$ cat src/rtl/cpu_pkg.sv
// Shared encodings for the multi-cycle control unit: opcode/ext fields,
// condition codes, FSM states, instruction classes and datapath select values.
package cpu_pkg;

    localparam logic [3:0] OP_RTYPE = 4'h0;
    localparam logic [3:0] OP_ANDI  = 4'h1;
    localparam logic [3:0] OP_ORI   = 4'h2;
    localparam logic [3:0] OP_XORI  = 4'h3;
    localparam logic [3:0] OP_MEM   = 4'h4;
    localparam logic [3:0] OP_BCOND = 4'hC;
    localparam logic [3:0] OP_LUI   = 4'hF;

    localparam logic [3:0] EXT_LOAD  = 4'h0;
    localparam logic [3:0] EXT_STOR  = 4'h4;
    localparam logic [3:0] EXT_JAL   = 4'h8;
    localparam logic [3:0] EXT_JCOND = 4'hC;

    localparam logic [3:0] CC_EQ = 4'h0;
    localparam logic [3:0] CC_NE = 4'h1;
    localparam logic [3:0] CC_CS = 4'h2;
    localparam logic [3:0] CC_CC = 4'h3;
    localparam logic [3:0] CC_HI = 4'h4;
    localparam logic [3:0] CC_LS = 4'h5;
    localparam logic [3:0] CC_GT = 4'h6;
    localparam logic [3:0] CC_LE = 4'h7;
    localparam logic [3:0] CC_FS = 4'h8;
    localparam logic [3:0] CC_FC = 4'h9;
    localparam logic [3:0] CC_LO = 4'hA;
    localparam logic [3:0] CC_HS = 4'hB;
    localparam logic [3:0] CC_LT = 4'hC;
    localparam logic [3:0] CC_GE = 4'hD;
    localparam logic [3:0] CC_UC = 4'hE;
    localparam logic [3:0] CC_NV = 4'hF;

    localparam logic [1:0] WB_ALU = 2'd0;
    localparam logic [1:0] WB_MEM = 2'd1;
    localparam logic [1:0] WB_PC1 = 2'd2;

    localparam logic [1:0] PC_INC  = 2'd0;
    localparam logic [1:0] PC_DISP = 2'd1;
    localparam logic [1:0] PC_REG  = 2'd2;

    typedef enum logic [2:0] {
        S_FETCH  = 3'd0,
        S_LOADIR = 3'd1,
        S_EXEC   = 3'd2,
        S_MEM    = 3'd3,
        S_WB     = 3'd4,
        S_HALT   = 3'd5
    } state_e;

    typedef enum logic [3:0] {
        C_ALU   = 4'd0,
        C_IMM   = 4'd1,
        C_LUI   = 4'd2,
        C_LOAD  = 4'd3,
        C_STOR  = 4'd4,
        C_JAL   = 4'd5,
        C_JCOND = 4'd6,
        C_BCOND = 4'd7,
        C_HALT  = 4'd8,
        C_NOP   = 4'd9
    } cls_e;

    // Undefined ext values under op 0100 retire as a plain PC increment.
    function automatic cls_e decode_cls(input logic [15:0] ir);
        cls_e cls;
        cls = C_IMM;
        if (ir == 16'h0000) begin
            cls = C_HALT;
        end else begin
            case (ir[15:12])
                OP_RTYPE: cls = C_ALU;
                OP_BCOND: cls = C_BCOND;
                OP_LUI:   cls = C_LUI;
                OP_MEM: begin
                    case (ir[7:4])
                        EXT_LOAD:  cls = C_LOAD;
                        EXT_STOR:  cls = C_STOR;
                        EXT_JAL:   cls = C_JAL;
                        EXT_JCOND: cls = C_JCOND;
                        default:   cls = C_NOP;
                    endcase
                end
                default: cls = C_IMM;
            endcase
        end
        return cls;
    endfunction

endpackage

$ cat src/rtl/cond_eval.sv
// Branch/jump condition evaluator: maps a 4-bit condition code and the
// PSR flags {C, F, L, Z, N} to a taken decision.
module cond_eval
    import cpu_pkg::*;
(
    input  logic [3:0] cond_i,
    input  logic [4:0] conds_i,
    output logic       taken_o
);

    logic flag_c, flag_f, flag_l, flag_z, flag_n;

    assign flag_c = conds_i[4];
    assign flag_f = conds_i[3];
    assign flag_l = conds_i[2];
    assign flag_z = conds_i[1];
    assign flag_n = conds_i[0];

    always_comb begin
        taken_o = 1'b0;
        case (cond_i)
            CC_EQ: taken_o = flag_z;
            CC_NE: taken_o = !flag_z;
            CC_CS: taken_o = flag_c;
            CC_CC: taken_o = !flag_c;
            CC_HI: taken_o = flag_l;
            CC_LS: taken_o = !flag_l;
            CC_GT: taken_o = flag_n;
            CC_LE: taken_o = !flag_n;
            CC_FS: taken_o = flag_f;
            CC_FC: taken_o = !flag_f;
            CC_LO: taken_o = !flag_l && !flag_z;
            CC_HS: taken_o = flag_l || flag_z;
            CC_LT: taken_o = !flag_n && !flag_z;
            CC_GE: taken_o = flag_n || flag_z;
            CC_UC: taken_o = 1'b1;
            CC_NV: taken_o = 1'b0;
            default: taken_o = 1'b0;
        endcase
    end

endmodule

$ cat src/rtl/ctrl_fsm.sv
// Multi-cycle fetch/decode/control unit: holds IR, sequences
// FETCH -> LOADIR -> EXEC [-> MEM -> WB] and drives the datapath controls.
module ctrl_fsm
    import cpu_pkg::*;
#(
    parameter int SIZE   = 16,
    parameter int REG_AW = 4
) (
    input  logic              clk,
    input  logic              reset,
    input  logic [SIZE-1:0]   memdata,
    input  logic [4:0]        conds,
    output logic [REG_AW-1:0] src_addr,
    output logic [REG_AW-1:0] dst_addr,
    output logic [SIZE-1:0]   imm,
    output logic [7:0]        alu_op,
    output logic              alu_sel_a,
    output logic              alu_sel_b,
    output logic              reg_we,
    output logic              psr_we,
    output logic [1:0]        wb_sel,
    output logic              mem_we,
    output logic              adr_sel,
    output logic              pc_en,
    output logic [1:0]        pc_src,
    output logic              halted
);

    state_e          state_q;
    logic [SIZE-1:0] ir_q;
    cls_e            cls;
    logic [3:0]      op;
    logic [3:0]      ext;
    logic            taken;

    assign op  = ir_q[15:12];
    assign ext = ir_q[7:4];
    assign cls = decode_cls(ir_q[15:0]);

    cond_eval u_cond_eval (
        .cond_i  (ir_q[11:8]),
        .conds_i (conds),
        .taken_o (taken)
    );

    always_ff @(posedge clk) begin
        if (reset) begin
            state_q <= S_FETCH;
            ir_q    <= '0;
        end else begin
            case (state_q)
                S_FETCH:  state_q <= S_LOADIR;
                S_LOADIR: begin
                    ir_q    <= memdata;
                    state_q <= S_EXEC;
                end
                S_EXEC: begin
                    if (cls == C_HALT)      state_q <= S_HALT;
                    else if (cls == C_LOAD) state_q <= S_MEM;
                    else                    state_q <= S_FETCH;
                end
                S_MEM:    state_q <= S_WB;
                S_WB:     state_q <= S_FETCH;
                S_HALT:   state_q <= S_HALT;
                default:  state_q <= S_FETCH;
            endcase
        end
    end

    // Instruction fields follow IR directly so they stay stable EXEC..WB.
    assign src_addr = ir_q[REG_AW-1:0];
    assign dst_addr = ir_q[8 +: REG_AW];
    assign alu_op   = (cls == C_ALU) ? {op, ext} : {op, 4'h0};

    always_comb begin
        imm = {{(SIZE-8){ir_q[7]}}, ir_q[7:0]};
        if (op == OP_LUI) begin
            imm = {ir_q[7:0], {(SIZE-8){1'b0}}};
        end else if (op == OP_ANDI || op == OP_ORI || op == OP_XORI) begin
            imm = {{(SIZE-8){1'b0}}, ir_q[7:0]};
        end
    end

    // Controls are gated by reset so a reset landing in MEM/WB never strobes.
    always_comb begin
        alu_sel_a = 1'b0;
        alu_sel_b = 1'b0;
        reg_we    = 1'b0;
        psr_we    = 1'b0;
        wb_sel    = WB_ALU;
        mem_we    = 1'b0;
        adr_sel   = 1'b0;
        pc_en     = 1'b0;
        pc_src    = PC_INC;
        halted    = 1'b0;
        if (!reset) begin
            case (state_q)
                S_EXEC: begin
                    case (cls)
                        C_ALU: begin
                            reg_we = 1'b1;
                            psr_we = 1'b1;
                            pc_en  = 1'b1;
                        end
                        C_IMM: begin
                            alu_sel_b = 1'b1;
                            reg_we    = 1'b1;
                            psr_we    = 1'b1;
                            pc_en     = 1'b1;
                        end
                        C_LUI: begin
                            alu_sel_b = 1'b1;
                            reg_we    = 1'b1;
                            pc_en     = 1'b1;
                        end
                        C_BCOND: begin
                            pc_en  = 1'b1;
                            pc_src = taken ? PC_DISP : PC_INC;
                        end
                        C_JCOND: begin
                            pc_en  = 1'b1;
                            pc_src = taken ? PC_REG : PC_INC;
                        end
                        C_JAL: begin
                            reg_we = 1'b1;
                            wb_sel = WB_PC1;
                            pc_en  = 1'b1;
                            pc_src = PC_REG;
                        end
                        C_STOR: begin
                            adr_sel = 1'b1;
                            mem_we  = 1'b1;
                            pc_en   = 1'b1;
                        end
                        C_LOAD:  adr_sel = 1'b1;
                        C_NOP:   pc_en   = 1'b1;
                        default: ;
                    endcase
                end
                S_MEM: adr_sel = 1'b1;
                S_WB: begin
                    reg_we = 1'b1;
                    wb_sel = WB_MEM;
                    pc_en  = 1'b1;
                end
                S_HALT: halted = 1'b1;
                default: ;
            endcase
        end
    end

endmodule

$ cat config.mk
export PLATFORM = sky130hd
export DESIGN_NAME = ctrl_fsm
export DESIGN_NICKNAME = d
export VERILOG_FILES = /design/src/rtl/cpu_pkg.sv /design/src/rtl/cond_eval.sv /design/src/rtl/ctrl_fsm.sv
export SDC_FILE = /design/constraint.sdc
export NUM_CORES = 1
export LEC_CHECK = 0
export BUFFER_PORTS_ARGS = -buffer_cell sky130_fd_sc_hd__buf_2
export CORE_AREA = 2 2 73 75
export CTS_BUF_LIST = sky130_fd_sc_hd__clkbuf_16
export DETAILED_ROUTE_END_ITERATION = 6
export DIE_AREA = 0 0 75 77
export GPL_TIMING_DRIVEN = 0
export SLEW_MARGIN = 20
export SYNTH_ARGS = -nofsm -noshare
export SYNTH_HDL_FRONTEND = slang
export SYNTH_HIERARCHICAL = 1
export SYNTH_SLANG_ARGS = --single-unit
$ cat constraint.sdc
create_clock -name clk -period 3.4 [get_ports clk]
set_input_delay 0.68 -clock clk [delete_from_list [all_inputs] [get_ports clk]]
set_output_delay 0.68 -clock clk [all_outputs]
set_load 0.02 [all_outputs]
# Word-level counts from Yosys, hierarchy flattened
# Cells that the tools add are included.
# totals
elab_cells,100
ff_bits,19
# op_classes
reduce_logical,22
muxes,38
eq_ne,38
# ops
cell,count
"equality test 4 bit, second input constant",14
"equality test 4 x 3 -> 1 bit, second input constant",10
2-to-1 mux 16 bit,2
case mux 4 bit (4 select lines),2
"equality test 4 x 2 -> 1 bit, second input constant",6
2-to-1 mux 1 bit,18
logical NOT 16 bit,1
logical NOT 4 bit,4
case mux 1 bit (16 select lines),1
case mux 3 bit (5 select lines),1
"equality test 4 x 1 -> 1 bit, second input constant",3
2-to-1 mux 2 bit,6
2-to-1 mux 4 bit,2
OR reduction 8 bit,1
"equality test 3 x 2 -> 1 bit, second input constant",2
"equality test 3 bit, second input constant",2
case mux 1 bit (2 select lines),3
case mux 2 bit (3 select lines),1
OR reduction 2 bit,3
logical NOT 1 bit,5
logical OR 1 bit,4
case mux 2 bit (2 select lines),1
OR reduction 4 bit,1
"equality test 3 x 1 -> 1 bit, second input constant",1
3 further kinds,4

# Depth between registers and ports, before layout
# Gate-level depths: netlist of the first run.
# depth
depth_word,9
ltp_mapped,7
ltp_nobuf,6

# Cells and area by module
# Netlist of the first run, hierarchy kept.
# modules_own_cells
module,area_each_um2,n_inst,cells_per_inst,seq_area_each_um2
ctrl_fsm,1272.5,1,182,380.4
cond_eval,183.9,1,23,0.0

# Worst setup path before layout of the first run
# OpenSTA, ideal clock, no wires.
# synth_path
path_type,input -> output
from,input conds[3]
to,output pc_src[1]
stages,6
arrival_time_ps,1851
path_slack_ps,869
required_time_ps,2720
path_cell_list,or4b_1 > o31ai_1 > a211o_1 > a221o_1 > nand3b_1 > a21oi_1
# synth_between
elab_chain_len,6
# synth_lines
item,line_no,text
start: declaration,ctrl_fsm.sv:12,"input logic [4:0] conds,"
logical NOT 1 bit,cond_eval.sv:31,CC_FC: taken_o = !flag_f;
case mux 1 bit (16 select lines) (*),cond_eval.sv:21,case (cond_i)
via taken,ctrl_fsm.sv:34,logic taken;
2-to-1 mux 2 bit (*),ctrl_fsm.sv:122,pc_src = taken ? PC_REG : PC_INC;
case mux 2 bit (3 select lines) (*),ctrl_fsm.sv:99,case (cls)
2-to-1 mux 2 bit (*),ctrl_fsm.sv:97,case (state_q)
2-to-1 mux 2 bit (*),ctrl_fsm.sv:96,if (!reset) begin
end: declaration,ctrl_fsm.sv:25,"output logic [1:0] pc_src,"
# The timed path passes the listed nets; every way through them passes the cells marked *.

# Final worst setup path of the first run
# layout_path
from,register ir_q[8]
to,output pc_src[1]
# layout_between
elab_chain_len,6
elab_cells_between_ends,26
cone_classes,18 x eq/ne; 6 x mux; 2 x reduce/logical
# layout_lines
item,line_no,text
start: declaration,ctrl_fsm.sv:30,logic [SIZE-1:0] ir_q;
start signal: assignment,ctrl_fsm.sv:54,ir_q <= memdata;
equality test 4 bit (tied with other cells),cond_eval.sv:21,
case mux 1 bit (16 select lines) (*),cond_eval.sv:21,
via taken,ctrl_fsm.sv:34,
2-to-1 mux 2 bit (*),ctrl_fsm.sv:122,
case mux 2 bit (3 select lines) (*),ctrl_fsm.sv:99,
2-to-1 mux 2 bit (*),ctrl_fsm.sv:97,
2-to-1 mux 2 bit (*),ctrl_fsm.sv:96,
# Marks and branches as above.

==> results of run 1 <==
==> sequential cells by signal, indices dropped and copies added, names as in the netlist <==
register / cells
ir_q: 16
state_q: 3
==> final cells by class <==
class / count / area, um2 / share of cell area, %
Buffer: 24 / 156 / 8.03
Sequential cell: 19 / 380 / 19.5
Clock inverter: 1 / 3.75 / 0.193
Multi-Input combinational cell: 161 / 916 / 47.0
Inverter: 1 / 3.75 / 0.193
Clock buffer: 3 / 75.1 / 3.85
Tap cell: 70 / 87.6 / 4.50
Timing Repair Buffer: 65 / 325 / 16.7
==> path summary, 6_finish.rpt <==
| path | start | slack (ps) | endpoint | depth (start not counted) |
|---|---|---|---|---|
| worst min-delay path | ir_q[8] | 520 | ir_q[8] | 2 |
| worst max-delay path | ir_q[8] | 740 | pc_src[1] | 8 |
| worst max register to register | state_q[1] | 1660 | ir_q[7] | 5 |
| worst min register to register | ir_q[8] | 520 | ir_q[8] | 2 |
==> logic make-up after synthesis <==
kind of cell / after synthesis / synth area share, %
xor+xnor: 3 / 1.80
other cells: 1 / 0.257
flops: 19 / 26.1
compound gates: 45 / 21.6
simple gates: 110 / 37.8
buf+inv: 25 / 11.0
mux: 2 / 1.37
==> through the flow <==
stage	std cells	setup slack [ps]	cell area, um2	hold slack (ps)
detailed placement	340	739	1870	510
finish	344	739	1950	517
global route	344	587	1950	558
CTS	344	710	1950	518
floorplan	205	869	1460	470
global placement	340	752	1870	506
==> power by group through the flow <==
| stage | Combinational (mW) | Sequential, mW | Clock [mW] |
|---|---|---|---|
| floorplan | 0.265 | 0.277 | 0 |
| global placement | 0.354 | 0.289 | 0 |
| detailed placement | 0.355 | 0.289 | 0 |
| CTS | 0.357 | 0.284 | 0.245 |
| global route | 0.394 | 0.291 | 0.254 |
| finish | 0.355 | 0.284 | 0.241 |
==> metal layers <==
metal / part of all wire [%] / vias to the layer above
met1: 49 / 692
met5: 0 / -
met2: 44 / 55
met4: 1.2 / 0
li1: - / 831
met3: 6.3 / 5
==> worst max-delay path: stages (launching register included) <==
cell and delay (ps):
dfxtp_1 340, buf_6 140, or4b_1 490, o31ai_1 90, a211o_1 140, a221o_1 150
nand3b_1 80, a21oi_1 120, buf_2 180
==> placed cells by master (no fill, tap or decap), drive strengths merged, types with 2 or more instances in the layout <==
cell type and instances:
nor2 10, o21ai 3, mux2i 2, nor4 2, nand4 2, inv 2, nor3 4, a21oi 20
and2 13, a31oi 2, and2b 2, buf 82, xnor2 3, nand2 52, dfxtp 19, o211ai 2
nand2b 8, nor2b 2, nand3 3, clkbuf 10, a21o 2, and3 4, o21a 3
==> results.toml, run 1 <==
[pwr]
clkPwrFrac_pct = 27.4
power_mw = 0.880
peakVddDrop_uv = 149
internal_power_mw = 0.555
pwr-share-comb_pct = 40.3
p_switching_mw = 0.326
swShare_pct = 37.0
power.leakage_nw = 0.956
p_seq_share_pct = 32.3
cellPowerDensity_nw_per_um2 = 452

[cts]
clock_latency_ps = 250
cts.clk_slew.worst_paths_ps = 50
numCtsBuffers = 3
clock-sinks = 19
root_buffer = "clkbuf_16"
cts_tree = "built"
post_cts_buffers = 0
cts_resized = 0
clock_tree.buffer_depth = 2
htree_levels = 1
cts_hold_buffers = 0

[cells_and_area]
final_util_pct = 39.1
nets = 298
layout-drive-gt1-share_pct = 34.3
syn_to_final_growth_pct = 33.8
antenna_cells = 0
num-fill-cells = 541

[global_route]
grt_pass1_vias = 1405
grt_pass1_wl_mm = 7.00
grt_max_degree = 12
globalRouteOverflowTotal = 0
met3_usage_pct = 2.10
grtUsageTotal_pct = 15.2
use_met1_pct = 22.7
grtUsageMet2_pct = 22.0
grt_most_used_layer = "met1"
antenna_found_initial = 0

[synth]
yosys_warnings = 6
yosysMostFrequentCell = "nand2_1"
synth_top_area_cell = "dfxtp_1"
synth_cell_type_count = 49
syn_nets = 228
synth_area_leaders = "dfxtp_1, nand2_1, a21oi_1, buf_4, and2_1"
ys_seq_area_share_pct = 26.1
synth_top_area_share_pct = 26.1
synth-edff-count = 0
syn_area_um2 = 1460
syn_inst = 205
synth-seq-cells = 19
synthArstFlopShare_pct = 0
avgSynthCellArea_um2 = 7.10
synth_commonest_cells = "nand2_1, a21oi_1, dfxtp_1"
synth_top_flop_cell = "dfxtp_1"

[sta]
worst_clock_skew_ps = 0.466
finalHoldViolations = 0
max-slew-margin-rel_pct = 63.0
rsz0062_at_grt = "no"
min_period_over_period_pct = 78.3
setup_viol = 0
worst_slew_pin_slew_ps = 554
slew_violations = 0
post-route-min-period_ps = 2660
max_freq_mhz = 376
setup_tns_ps = 0

[worst_setup_path]
cp.required_ps = 2720
worstSetupStartpointType = "flip-flop"
crit_path_end_kind = "output port"
crit_path_max_fanout = 8
path_class = "flip-flop to output port"
crit_arrival_ps = 1980

[detailed_routing]
drt_first_pass_iters = 4
drtIter0Drc = 84
wirelength_mm = 4.15
drtAntennaViolNets = 0
drc = 0
wl_per_cell_um = 12.1
vias_per_cell = 4.60
vias = 1583

[floorplan]
die_x_um = 75
die_h_um = 77
start_util_pct = 29.3
placementRows = 26
dieArea_um2 = 5780
io_pins = 67
coreArea_um2 = 4980

[placed_design]
portBuffers = 65
hpwl_mm = 3.15
gp_congestion = 0.819

[hold_path]
hold_class = "flip-flop to flip-flop"

[run]
cap_violations = 0

[run_status]
status = "finished, final reports clean"
Note: power is estimated with default switching activity, not from simulation.
==> run 2, diff against run 1 <==
- clock period: 3.4 -> 2.28 ns (I/O delays scaled with it)
==> results.toml, run 2 (same netlist as run 1, synthesis figures left out) <==
[cells_and_area]
nets = 306
largestRegisters = "ir_q x16, state_q x3"
layout_commonest_cell = "buf_2"
syn_to_final_growth_pct = 46.5
design_area_um2 = 2130
antenna_cells = 0
layout-drive-gt1-share_pct = 45.4
largest_reg_flops = 16
top_register = "ir_q"
final_cell_mix = "buf_2, nand2_1, buf_4, a21oi_1, and2_1"
num-fill-cells = 520

[detailed_routing]
drc = 0
vias = 1678
vias_per_cell = 4.77
drt_first_pass_iters = 4
drtAntennaViolNets = 0
drtIter0Drc = 86
wl_per_cell_um = 12.4
wirelength_mm = 4.36

[floorplan]
dieArea_um2 = 5780
start_util_pct = 29.3
die_x_um = 75
coreArea_um2 = 4980
placementRows = 26
die_h_um = 77
io_pins = 67

[global_route]
antenna_found_initial = 0
grt_max_degree = 11
grtUsageTotal_pct = 15.6
globalRouteOverflowTotal = 0
grt_pass1_wl_mm = 7.13
grt_pass1_vias = 1453

[sta]
setup_ws_ps = -27.3
worst_slew_pin_slew_ps = 591
min_period_over_period_pct = 101
worst_clock_skew_ps = 0.738
finalHoldViolations = 0
rsz0062_at_grt = "yes"
max_freq_mhz = 433
slew_violations = 0
max-slew-margin-rel_pct = 60.5
setup_viol = 2
post-route-min-period_ps = 2310
setup_tns_ps = -39.5

[cts]
htree_levels = 1
clock-sinks = 19
clock_latency_ps = 250
clock_tree.buffer_depth = 2
cts.clk_slew.worst_paths_ps = 50
numCtsBuffers = 3
cts_tree = "built"
root_buffer = "clkbuf_16"
cts_hold_buffers = 0

[pwr]
power.leakage_nw = 1.02
power_mw = 1.39
peakVddDrop_uv = 226
cellPowerDensity_nw_per_um2 = 651

[placed_design]
hpwl_mm = 3.15
pre_cts_ws_ps = 67.0
placed_cell_area_um2 = 1870
portBuffers = 65
gp_congestion = 0.819

[worst_setup_path]
worst_path_largest_cell_delay_ps = 380
critPathSlowestCell = "dfxtp_4"
path_class = "flip-flop to output port"
cp.required_ps = 1820
critPathBufInv = 1
worstSetupStartpointType = "flip-flop"
crit_arrival_ps = 1850
critPathTopFamily = "compound AO/OA/AOI/OAI gates"
crit_path_end_kind = "output port"
cpMostUsedCell = "a21o_1"
path_cells = "nor4_4 > nand4_1 > a21o_1 > a21o_1 > a31o_2 > buf_6"
crit_path_max_fanout = 9

[run]
cap_violations = 0

[hold_path]
hold_class = "input pin to flip-flop"

[run_status]
status = "finished with violations"
violations = "setup timing"
[run 2: cell types whose count changed in the layout (fill, tap and decap cells not counted), sizes merged]
cell	change
clkbuf	-1
buf	+9
[run 2: layout make-up]
class	count	area (um2)	share of cell area, %
buffer	20	129	6.04
sequential	19	417	19.5
multi-input combinational	161	983	46.1
clock inverter	1	3.75	0.176
clock buffer	3	75.1	3.52
tap	70	87.6	4.11
timing repair buffer	77	434	20.4
inverter	1	3.75	0.176
[run 2: repair_timing]
action,CTS,global route
endpoints found under the setup margin,8,19
gates resized for setup,16,28
pin swaps,10,11
setup buffers,9,3
[run 2: final timing paths]
| check | start | to | slack (ps) | cells after the start |
|---|---|---|---|---|
| worst min register to register | ir_q[15] | ir_q[15] | 510 | 2 |
| worst max register to register | ir_q[11] | state_q[2] | 490 | 7 |
| worst min-delay path | memdata[12] | ir_q[12] | 430 | 3 |
| worst max-delay path | ir_q[11] | pc_en | -30 | 6 |
[run 2: where the power goes]
part / leakage, nW / switching (mW) / internal [mW] / total [mW]
registers: 0.163 / 0.0688 / 0.371 / 0.440
logic: 0.817 / 0.318 / 0.273 / 0.591
clock network: 0.0423 / 0.124 / 0.233 / 0.357
total: 1.02 / 0.511 / 0.878 / 1.39
[run 2: per-layer routing]
layer / vias to the layer above / routed length [um] / global-route usage [%] / part of all wire (%)
li1: 849 / - / - / -
met1: 742 / 1970 / 23.0 / 45
met2: 74 / 1960 / 22.3 / 45
met3: 13 / 313 / 2.10 / 7.2
met4: 0 / 125 / 6.25 / 2.9
met5: - / 0 / 0 / 0
[run 2: metrics by stage]
stage	utilization, %	hold slack [ps]	cells
after CTS	40.9	431	352
after global routing	42.9	446	352
after detailed placement	37.6	510	340
after global placement	37.6	506	340
final	42.9	429	352
after floorplan	-	470	205
[run 2: tightest hold or removal path: cells and delay by family]
kind            cells  cell delay [ps]
simple gates        1               40
buf+inv             1               90
compound gates      1               50
==> run 3, diff against run 2 <==
- CTS_BUF_LIST: sky130_fd_sc_hd__clkbuf_16 -> sky130_fd_sc_hd__clkbuf_4
==> results.toml, run 3 (same netlist as run 1, synthesis figures left out) <==
[sta]
setup_ws_ps = -113
finalHoldViolations = 0
rsz0062_at_grt = "yes"
worst_clock_skew_ps = 0.509
max_freq_mhz = 418
worst_slew_pin_slew_ps = 601
slew_violations = 0
min_period_over_period_pct = 105
setup_viol = 3
max-slew-margin-rel_pct = 59.8
post-route-min-period_ps = 2390

[cells_and_area]
layout-drive-gt1-share_pct = 51.7
instances_no_fill = 358
syn_to_final_growth_pct = 53.5
final_cell_mix = "buf_2, nand2_1, buf_4, a21oi_1"
antenna_cells = 0
top_register = "ir_q"
nets = 312
largest_reg_flops = 16
layout_commonest_cell = "buf_2"
largestRegisters = "ir_q x16, state_q x3"

[floorplan]
coreArea_um2 = 4980
start_util_pct = 29.3
placementRows = 26
die_h_um = 77
dieArea_um2 = 5780
die_x_um = 75
io_pins = 67

[cts]
cts.clk_slew.worst_paths_ps = 110
clock-sinks = 19
clock_latency_ps = 300
cts_tree = "built"
numCtsBuffers = 3
root_buffer = "clkbuf_4"
htree_levels = 1
clock_tree.buffer_depth = 2

[detailed_routing]
drc = 0
vias = 1668
drtIter0Drc = 82
vias_per_cell = 4.66
wirelength_mm = 4.55
drt_first_pass_iters = 4
drtAntennaViolNets = 0
wl_per_cell_um = 12.7

[global_route]
antenna_found_initial = 0
grt_pass1_vias = 1503
globalRouteOverflowTotal = 0
grtUsageTotal_pct = 16.0
grtUsageMet2_pct = 24.0
grt_most_used_layer = "met2"
met3_usage_pct = 2.50
grt_pass1_wl_mm = 7.36
use_met1_pct = 23.0
grt_max_degree = 11

[worst_setup_path]
worstSetupStartpointType = "flip-flop"
crit_arrival_ps = 1940
crit_path_end_kind = "output port"
path_class = "flip-flop to output port"
cp.required_ps = 1820
crit_path_max_fanout = 4

[hold_path]
hold_class = "input pin to flip-flop"

[run_status]
status = "finished with violations"
violations = "setup timing"

[placed_design]
portBuffers = 65
dpl.cell_count = 340
gp_congestion = 0.819
hpwl_mm = 3.15

[pwr]
power_mw = 1.28
cellPowerDensity_nw_per_um2 = 571
power.leakage_nw = 1.06
peakVddDrop_uv = 229

[run]
cap_violations = 0
## run 3: repair_timing
action | 4_1_cts | 5_1_grt
resized for setup | 28 | 43
setup buffers | 14 | 4
setup endpoints to repair | 16 | 20
hold buffers | 0 | 0
endpoints found under the hold margin | 0 | 0
pin swaps | 15 | 16
## run 3: area by class of cell
cell class / count / area, um2
Fill cell: 512 / 2740
Timing Repair Buffer: 83 / 515
Sequential cell: 19 / 420
Multi-Input combinational cell: 161 / 1040
Clock buffer: 4 / 30.0
Tap cell: 70 / 87.6
Buffer: 20 / 136
Inverter: 1 / 3.75
## run 3: power by group
| group | internal, mW | total [mW] | switching (mW) |
|---|---|---|---|
| Clock | 0.0801 | 0.185 | 0.105 |
| Sequential | 0.371 | 0.433 | 0.0626 |
| Combinational | 0.314 | 0.660 | 0.346 |
| Total | 0.764 | 1.28 | 0.513 |
## run 3: worst max-delay path, stage by stage, from the launching register on
cell and delay (ps):
dfxtp_2 340, buf_6 110, or4b_4 470, o31ai_2 80
a211o_1 130, a221o_1 150, nand3b_1 90, a21oi_2 140
buf_6 130
## run 3: worst paths after layout
kind / end / slack, ps / depth (start not counted) / from
max: pc_src[1] / -110 / 8 / ir_q[8]
min: ir_q[12] / 370 / 3 / memdata[12]
max reg2reg: ir_q[7] / 490 / 5 / state_q[0]
min reg2reg: ir_q[1] / 520 / 2 / ir_q[1]
## run 3: through the flow
| stage | area (um2) | utilization [%] | setup TNS (ps) | hold slack, ps | setup slack [ps] |
|---|---|---|---|---|---|
| after floorplan | 1460 | - | 0 | 470 | 133 |
| after global placement | 1870 | 37.6 | 0 | 506 | 79.9 |
| after detailed placement | 1870 | 37.6 | 0 | 510 | 67.0 |
| after CTS | 2060 | 41.4 | -335 | 368 | -168 |
| after global routing | 2240 | 44.9 | -925 | 365 | -210 |
| final | 2240 | 44.9 | -269 | 371 | -113 |
## run 3: per-layer routing
layer | wire (um) | up-vias
met2 | 2160 | 51
met3 | 268 | 6
met5 | 0 | -
li1 | - | 857
met4 | 63 | 0
met1 | 2050 | 754
